**config.mk**
```make
export PLATFORM = sky130hd
export DESIGN_NAME = if_fetch
export DESIGN_NICKNAME = d
export VERILOG_FILES = /design/src/rtl/if_fetch.sv
export SDC_FILE = /design/constraint.sdc
export NUM_CORES = 1
export LEC_CHECK = 0
export CORE_MARGIN = 4
export CORE_UTILIZATION = 30
export DETAILED_ROUTE_END_ITERATION = 8
export GPL_ROUTABILITY_DRIVEN = 0
export PLACE_DENSITY = 0.57
export SYNTH_ARGS = -nofsm -noshare
export SYNTH_HDL_FRONTEND = slang
export SYNTH_SLANG_ARGS = --single-unit
```
**constraint.sdc**
```tcl
create_clock -name clk_i -period 6.7 [get_ports clk_i]
set_input_delay 1.34 -clock clk_i [delete_from_list [all_inputs] [get_ports clk_i]]
set_output_delay 1.34 -clock clk_i [all_outputs]
set_load 0.005 [all_outputs]
```
**src/rtl/if_fetch.sv**
```systemverilog
// Instruction fetch stage: takes fetch addresses from the PC stage, issues one
// instruction-memory request at a time, and queues responses (or misalignment faults) for decode.
module if_fetch #(
  parameter int PC_WIDTH = 32,
  parameter int DEPTH    = 2
) (
  input  logic                clk_i,
  input  logic                rst_i,
  input  logic [PC_WIDTH-1:0] pc_i,
  input  logic                pc_valid_i,
  output logic                pc_ready_o,
  input  logic                flush_i,
  output logic                imem_req_o,
  output logic [PC_WIDTH-1:0] imem_addr_o,
  input  logic                imem_gnt_i,
  input  logic                imem_rvalid_i,
  input  logic [PC_WIDTH-1:0] imem_rdata_i,
  output logic                instr_valid_o,
  output logic [PC_WIDTH-1:0] instr_o,
  output logic [PC_WIDTH-1:0] instr_pc_o,
  output logic                instr_fault_o,
  input  logic                instr_ready_i
);

  localparam int PTR_W = $clog2(DEPTH);
  localparam int CNT_W = $clog2(DEPTH + 1);
  localparam logic [CNT_W-1:0]    FULL = CNT_W'(DEPTH);
  localparam logic [PC_WIDTH-1:0] NOP  = PC_WIDTH'(32'h0000_0013);

  typedef enum logic [1:0] {IDLE, REQ, WAIT, DROP} state_t;

  state_t              state;
  logic                drop_pend;
  logic [PC_WIDTH-1:0] addr_q;
  logic [PC_WIDTH-1:0] q_instr [DEPTH];
  logic [PC_WIDTH-1:0] q_pc    [DEPTH];
  logic [DEPTH-1:0]    q_fault;
  logic [PTR_W-1:0]    wr_ptr;
  logic [PTR_W-1:0]    rd_ptr;
  logic [CNT_W-1:0]    count;

  logic                accept;
  logic                misaligned;
  logic                rsp_push;
  logic                push;
  logic                pop;
  logic                head_vld;
  logic [PC_WIDTH-1:0] push_instr;
  logic [PC_WIDTH-1:0] push_pc;

  // Only IDLE accepts, so the slot reserved for an outstanding fetch is implied by state.
  assign pc_ready_o = !rst_i && (state == IDLE) && !flush_i && (count < FULL);
  assign accept     = pc_valid_i && pc_ready_o;
  assign misaligned = accept && (pc_i[1:0] != 2'b00);
  assign rsp_push   = (state == WAIT) && imem_rvalid_i && !flush_i;
  assign push       = misaligned || rsp_push;
  assign push_instr = misaligned ? NOP : imem_rdata_i;
  assign push_pc    = misaligned ? pc_i : addr_q;

  assign head_vld      = !rst_i && (count != '0);
  assign pop           = head_vld && instr_ready_i;
  assign instr_valid_o = head_vld;
  assign instr_o       = head_vld ? q_instr[rd_ptr] : '0;
  assign instr_pc_o    = head_vld ? q_pc[rd_ptr]    : '0;
  assign instr_fault_o = head_vld && q_fault[rd_ptr];

  assign imem_req_o  = !rst_i && (state == REQ);
  assign imem_addr_o = addr_q;

  always_ff @(posedge clk_i) begin
    if (rst_i) begin
      state     <= IDLE;
      drop_pend <= 1'b0;
      addr_q    <= '0;
      wr_ptr    <= '0;
      rd_ptr    <= '0;
      count     <= '0;
      q_fault   <= '0;
      for (int i = 0; i < DEPTH; i++) begin
        q_instr[i] <= '0;
        q_pc[i]    <= '0;
      end
    end else begin
      if (flush_i) begin
        wr_ptr <= '0;
        rd_ptr <= '0;
        count  <= '0;
      end else begin
        if (push) begin
          q_instr[wr_ptr] <= push_instr;
          q_pc[wr_ptr]    <= push_pc;
          q_fault[wr_ptr] <= misaligned;
          wr_ptr          <= wr_ptr + PTR_W'(1);
        end
        if (pop) rd_ptr <= rd_ptr + PTR_W'(1);
        if (push && !pop)      count <= count + CNT_W'(1);
        else if (!push && pop) count <= count - CNT_W'(1);
      end

      case (state)
        IDLE: begin
          if (accept && !misaligned) begin
            addr_q    <= pc_i;
            drop_pend <= 1'b0;
            state     <= REQ;
          end
        end
        REQ: begin
          // A flushed request must still complete its grant; remember to drop its response.
          if (imem_gnt_i)   state <= (flush_i || drop_pend) ? DROP : WAIT;
          else if (flush_i) drop_pend <= 1'b1;
        end
        WAIT: begin
          if (imem_rvalid_i) state <= IDLE;
          else if (flush_i)  state <= DROP;
        end
        DROP: begin
          if (imem_rvalid_i) state <= IDLE;
        end
        default: state <= IDLE;
      endcase
    end
  end

endmodule

```
======== Yosys cells after proc, flatten, opt, wreduce, memory -nomap -nowiden ========
Memories as Yosys holds them, arrays and structs flattened. A register that Yosys moved wholly into a read port is not among the register bits.
Cells that the tools add are included.
storage, ports and cells
  memories kept ........................... 2
  bits in writable memories ............... 128
  logic and storage cells ................. 99
  bits in registers ....................... 41
memories
  name     depth  width  rd ports  clocked after Yosys merged registers in  write ports  line  text
  q_instr  2      32     1         1                                        2            35    logic [PC_WIDTH-1:0] q_instr [DEPTH];
  q_pc     2      32     1         1                                        2            36    logic [PC_WIDTH-1:0] q_pc [DEPTH];
operators by class
  bitwise logic cells ..................... 1
  $lt $le $gt $ge ......................... 4
  muxes and demuxes ....................... 38
  add/sub/neg operators ................... 4
  eq/ne operators ......................... 9
  reductions and logical operators ........ 34
operators with widths
  kind                   count
  $mux W32               6
  $reduce_or A32 Y1      2
  $mux W1                21
  $logic_and A1 B1 Y1    15
  $mux W2                7
  $ne A2 B2 Y1 const B   4
  $pmux W2 S4            1
  $reduce_and A4 Y1      2
  $reduce_bool A2 Y1     4
  $logic_not A1 Y1       5
  $eq A2 B2 Y1 const B   2
  $lt A1 B2 Y1 const B   2
  $reduce_and A2 Y1      2
  $ne A3 B3 Y1 const B   1
  $add A1 B1 Y1 const B  2
  $add A2 B1 Y2 const B  1
  $bwmux W2              1
  $eq A2 B1 Y1 const B   1
  $logic_not A2 Y1       1
  $logic_or A1 B1 Y1     2
  $lt A2 B2 Y1 const B   1
  $ne A2 B1 Y1 const B   1
  $pmux W1 S2            1
  $reduce_or A2 Y1       1
  4 further kinds        4

======== Depth between registers and ports, before layout ========
  depth after elaboration ................. 13
  depth in mapped cells ................... 12
  depth with buffers taken out ............ 7

======== Least setup slack after synthesis ========
OpenSTA, ideal clock, no wires.
  kind .................................... input to register
  start point ............................. input port rst_i
  end point ............................... memory q_instr[1][0] (enable)
  stages on the path ...................... 7
  path slack .............................. 0.727 ns
  setup time .............................. 0.494 ns
  required time ........................... 6.206 ns
  path buffers ............................ 4
  arrival time ............................ 5.479 ns
  cells stage by stage .................... buf_2 -> or4b_1 -> o31a_1 -> clkbuf_1 -> buf_6 -> buf_6 -> o21ai_1
RTL lines
  what                line  text
  start: declaration  8     input logic rst_i,
  end: declaration    35

======== Final worst setup path ========
  start point ............................. input port flush_i
  end point ............................... output port pc_ready_o
on the way
  word-level cells in the longest chain between the ends .. 3
ends and longest elaborated chain
  what                               line  text
  start: declaration                 12    input logic flush_i,
  $logic_not A1 Y1                   52    assign pc_ready_o = !rst_i && (state == IDLE) && !flush_i && (count < FULL);
  $logic_and A1 B1 Y1 (2 in series)  52
  end: declaration                   11    output logic pc_ready_o,
No other way between the ends.

==> results by group <==
Synth
  – FFs w/ async S/R, synth: 0%
  – Synth cell types: 41
  – Area contributors post-synth: edfxtp_1, dfxtp_1, mux2i_1, o31ai_1, a211oi_1
  – Fraction of the mapped netlist area in compound gates: 17.3%
  – Adder-Cell Fraction of Synth Area: 0.149%
  – #FFs+latches synth: 170
  – XOR/XNOR Fraction of Synth Area: 0.208%
  – EDFF count, synth: 128
  – Syn_area_per_cell: 10.9 µm²
  – Synth Warn #: 0
  – Mux share of post-synthesis cell area: 7.85%
  – Net Count, Synth: 841
  – Dominant cell type by area after synthesis: edfxtp_1
  – Mapped cell area: 8420 µm²
  – Simple-gate share of the synthesized area: 13.5%
  – Largest family of logic cells by synthesized area: compound AO/OA/AOI/OAI gates
  – Seq/Total Area, Yosys: 55.6%
  – Most used DFF post-synth: edfxtp_1
  – Gate count after technology mapping: 769
  – Yosys top cell area share: 45.7%

Setup path
  – Critical path's largest stage delay: 0.66 ns
  – CP most frequent cell: clkdlybuf4s50_1
  – Worst EP arrival: 3.35 ns
  – Worst Setup Path Type: input pin to output port
  – WP buf/inv: 2
  – CP max stage cell: clkdlybuf4s50_1
  – Cell Chain, Critical Path: clkdlybuf4s50_1, or4_1, nor2_1, clkdlybuf4s50_1
  – Req. time, crit path: 5.36 ns
  – Startpoint Class: input pin
  – Cell family with most CP delay: buffers and inverters
  – Crit Path Max Fanout: 12
  – Worst setup EP type: output port

Floorplanning
  – Width of the die: 176 µm
  – Starting density of the core: 30.4%
  – I/O Pins: 171
  – Die height: 176 µm
  – Die area: 30800 µm²
  – Rows: 61
  – Core area: 27700 µm²

CTS
  – Worst-path clk slew: 0.06 ns
  – TritonCTS clock tree: yes
  – TritonCTS Buffers: 17
  – # Post-CTS Setup Buffers: 0
  – Total clock sinks: 170
  – H-tree lvl count: 4
  – # hold bufs at CTS: 0
  – Clock Tree Buf Depth: 2
  – Clk Latency, worst-skew pair: 0.43 ns
  – Resize count post-CTS: 0
  – Root buffer cell: clkbuf_16

STA
  – Min cycle time layout: 4.69 ns
  – Setup TNS Final: 0 ns
  – Worst slew pin tran: 1.23 ns
  – Fin. Hold Viols: 0
  – Final setup viols: 0
  – Slew HR: 18.3%
  – Final Cycle Share: 70.0%
  – Final Max Tran Viols: 0
  – Setup Skew: 0.0117 ns
  – RSZ-0062 raised after global routing: false
  – Achievable frequency: 213 MHz

Pwr
  – Sw power: 0.000566 W
  – Clock Power Share: 43.7%
  – Worst vdd ir: 0.000103 V
  – Reg power frac: 47.0%
  – Combinational Power Share: 9.3%
  – P per Cell Area: 228 nW/µm²
  – P_leak: 3.19 nW
  – Switch share: 22.5%
  – Internal power: 0.00195 W

Finish
  – Area growth syn-to-layout: 30.7%
  – Final #Nets: 953
  – N_diodes: 0
  – Share of cells above drive strength 1: 9.19%
  – Layout Utilization: 39.7%

Route
  – Via count: 6755
  – Routed WL: 25800 µm
  – Pre-antenna DRT Iters: 7
  – First DRT Iteration DRCs: 516
  – Detail Route Antenna Nets: 0
  – WL per Instance: 20.3 µm
  – DRC viols: 0
  – DR vias/cell: 5.32

Place
  – # port buffers: 170
  – Final HPWL DP: 15200 µm

Job
  – Reported max-cap violation count: 0

GRT
  – Number of global-route vias before repair: 6605
  – Initial antenna violation count: 0
  – Pin count of the biggest net entering global routing: 93
  – Tot GR Track Use: 16.5%
  – Total grt overflow: 0
  – First-pass GRT wire length: 39500 µm

Worst hold path
  – Worst hold path type: flip-flop to flip-flop

Run status
  – Status: finished, final reports clean
-- final timing paths --
| kind | endpoint | slack, ns | from | depth (start not counted) |
|---|---|---|---|---|
| worst min-delay path | drop_pend$_SDFFE_PP0P_ | 0.49 | drop_pend$_SDFFE_PP0P_ | 2 |
| worst min register to register | drop_pend$_SDFFE_PP0P_ | 0.49 | drop_pend$_SDFFE_PP0P_ | 2 |
| worst max-delay path | pc_ready_o | 2.01 | flush_i | 4 |
| worst max register to register | q_instr[0][30]$_SDFFCE_PN0P_ | 3.63 | count[1]$_SDFFE_PP0P_ | 4 |
-- power by group through the flow --
stage	registers [W]	clock network, W	logic, W
floorplan	0.00120	0	0.000125
global placement	0.00120	0	0.000234
detailed placement	0.00120	0	0.000235
finish	0.00118	0.00110	0.000234
CTS	0.00118	0.00112	0.000236
global route	0.00118	0.00116	0.000252
-- area by class of cell --
| type | instances | area [µm²] |
|---|---|---|
| fillers | 2693 | 16700 |
| well taps | 378 | 473 |
| repair buffers | 185 | 1810 |
| clock inverters | 7 | 161 |
| multi-input cells | 501 | 3360 |
| flip-flops and latches | 170 | 4690 |
| clock buffers | 23 | 489 |
| inverters | 6 | 22.5 |
-- cell usage after synthesis (all sizes together) (6+ instances only) --
cell / count
nor3: 67
edfxtp: 128
nand4: 34
mux2i: 66
nand3: 31
a211oi: 64
nand2: 6
o21ai: 36
inv: 6
dfxtp: 42
buf: 32
a21oi: 37
clkbuf: 60
o31ai: 61
nor2: 73
-- cells in the final DEF, fill, tap and decap left out, drive strengths merged, types with 5 or more instances in the layout --
master,synthesis,final
inv,6,6
edfxtp,128,128
o31ai,61,61
dfxtp,42,42
clkdlybuf4s50,0,169
o21ai,36,36
nand2,6,6
nand3,31,31
nand4,34,34
a21oi,37,37
a211oi,64,64
mux2i,66,66
buf,32,16
nor2,73,73
bufinv,0,5
nor3,67,67
clkbuf,60,23
-- stage by stage --
step,total power [W],cell area [µm²],setup slack (ns),instances,hold slack (ns)
floorplan,0.00133,8420,0.727,769,0.444
global placement,0.00144,10400,2.07,1240,0.463
detailed placement,0.00144,10400,2.08,1240,0.473
CTS,0.00253,11000,2.07,1270,0.483
global route,0.00260,11000,1.97,1270,0.505
finish,0.00251,11000,2.01,1270,0.485
-- layer usage --
layer / up-vias / part of all wire, % / global-route usage, %
met5: - / 0 / 0
met4: 0 / 0.97 / 3.93
met3: 19 / 6.1 / 3.92
met2: 225 / 47 / 26.6
met1: 3318 / 46 / 22.6
li1: 3193 / - / -
-- kinds of logic (layout without fill, tap and decap cells) --
kind of cell / after synthesis / in the layout
xor gates and xnor gates: 2 / 2
AOI/OAI and AO/OA: 205 / 205
DFF: 170 / 170
muxes: 66 / 66
adders and majority gates: 1 / 1
and+or+nand+nor: 227 / 227
buffers and inverters: 98 / 221
-- flip-flops by register name (all words and copies together) (netlist names), named ones only --
signal	cells
q_pc	64
q_fault	2
state	2
rd_ptr	1
drop_pend	1
q_instr	64
count	2
imem_addr_o	32
wr_ptr	1
-- worst min-delay path: cells and delay by family (launching register included) --
| kind | cells | cell delay [ns] |
|---|---|---|
| AOI/OAI and AO/OA | 2 | 0.13 |
| DFF | 1 | 0.31 |
(Power assumes the default switching activity.)
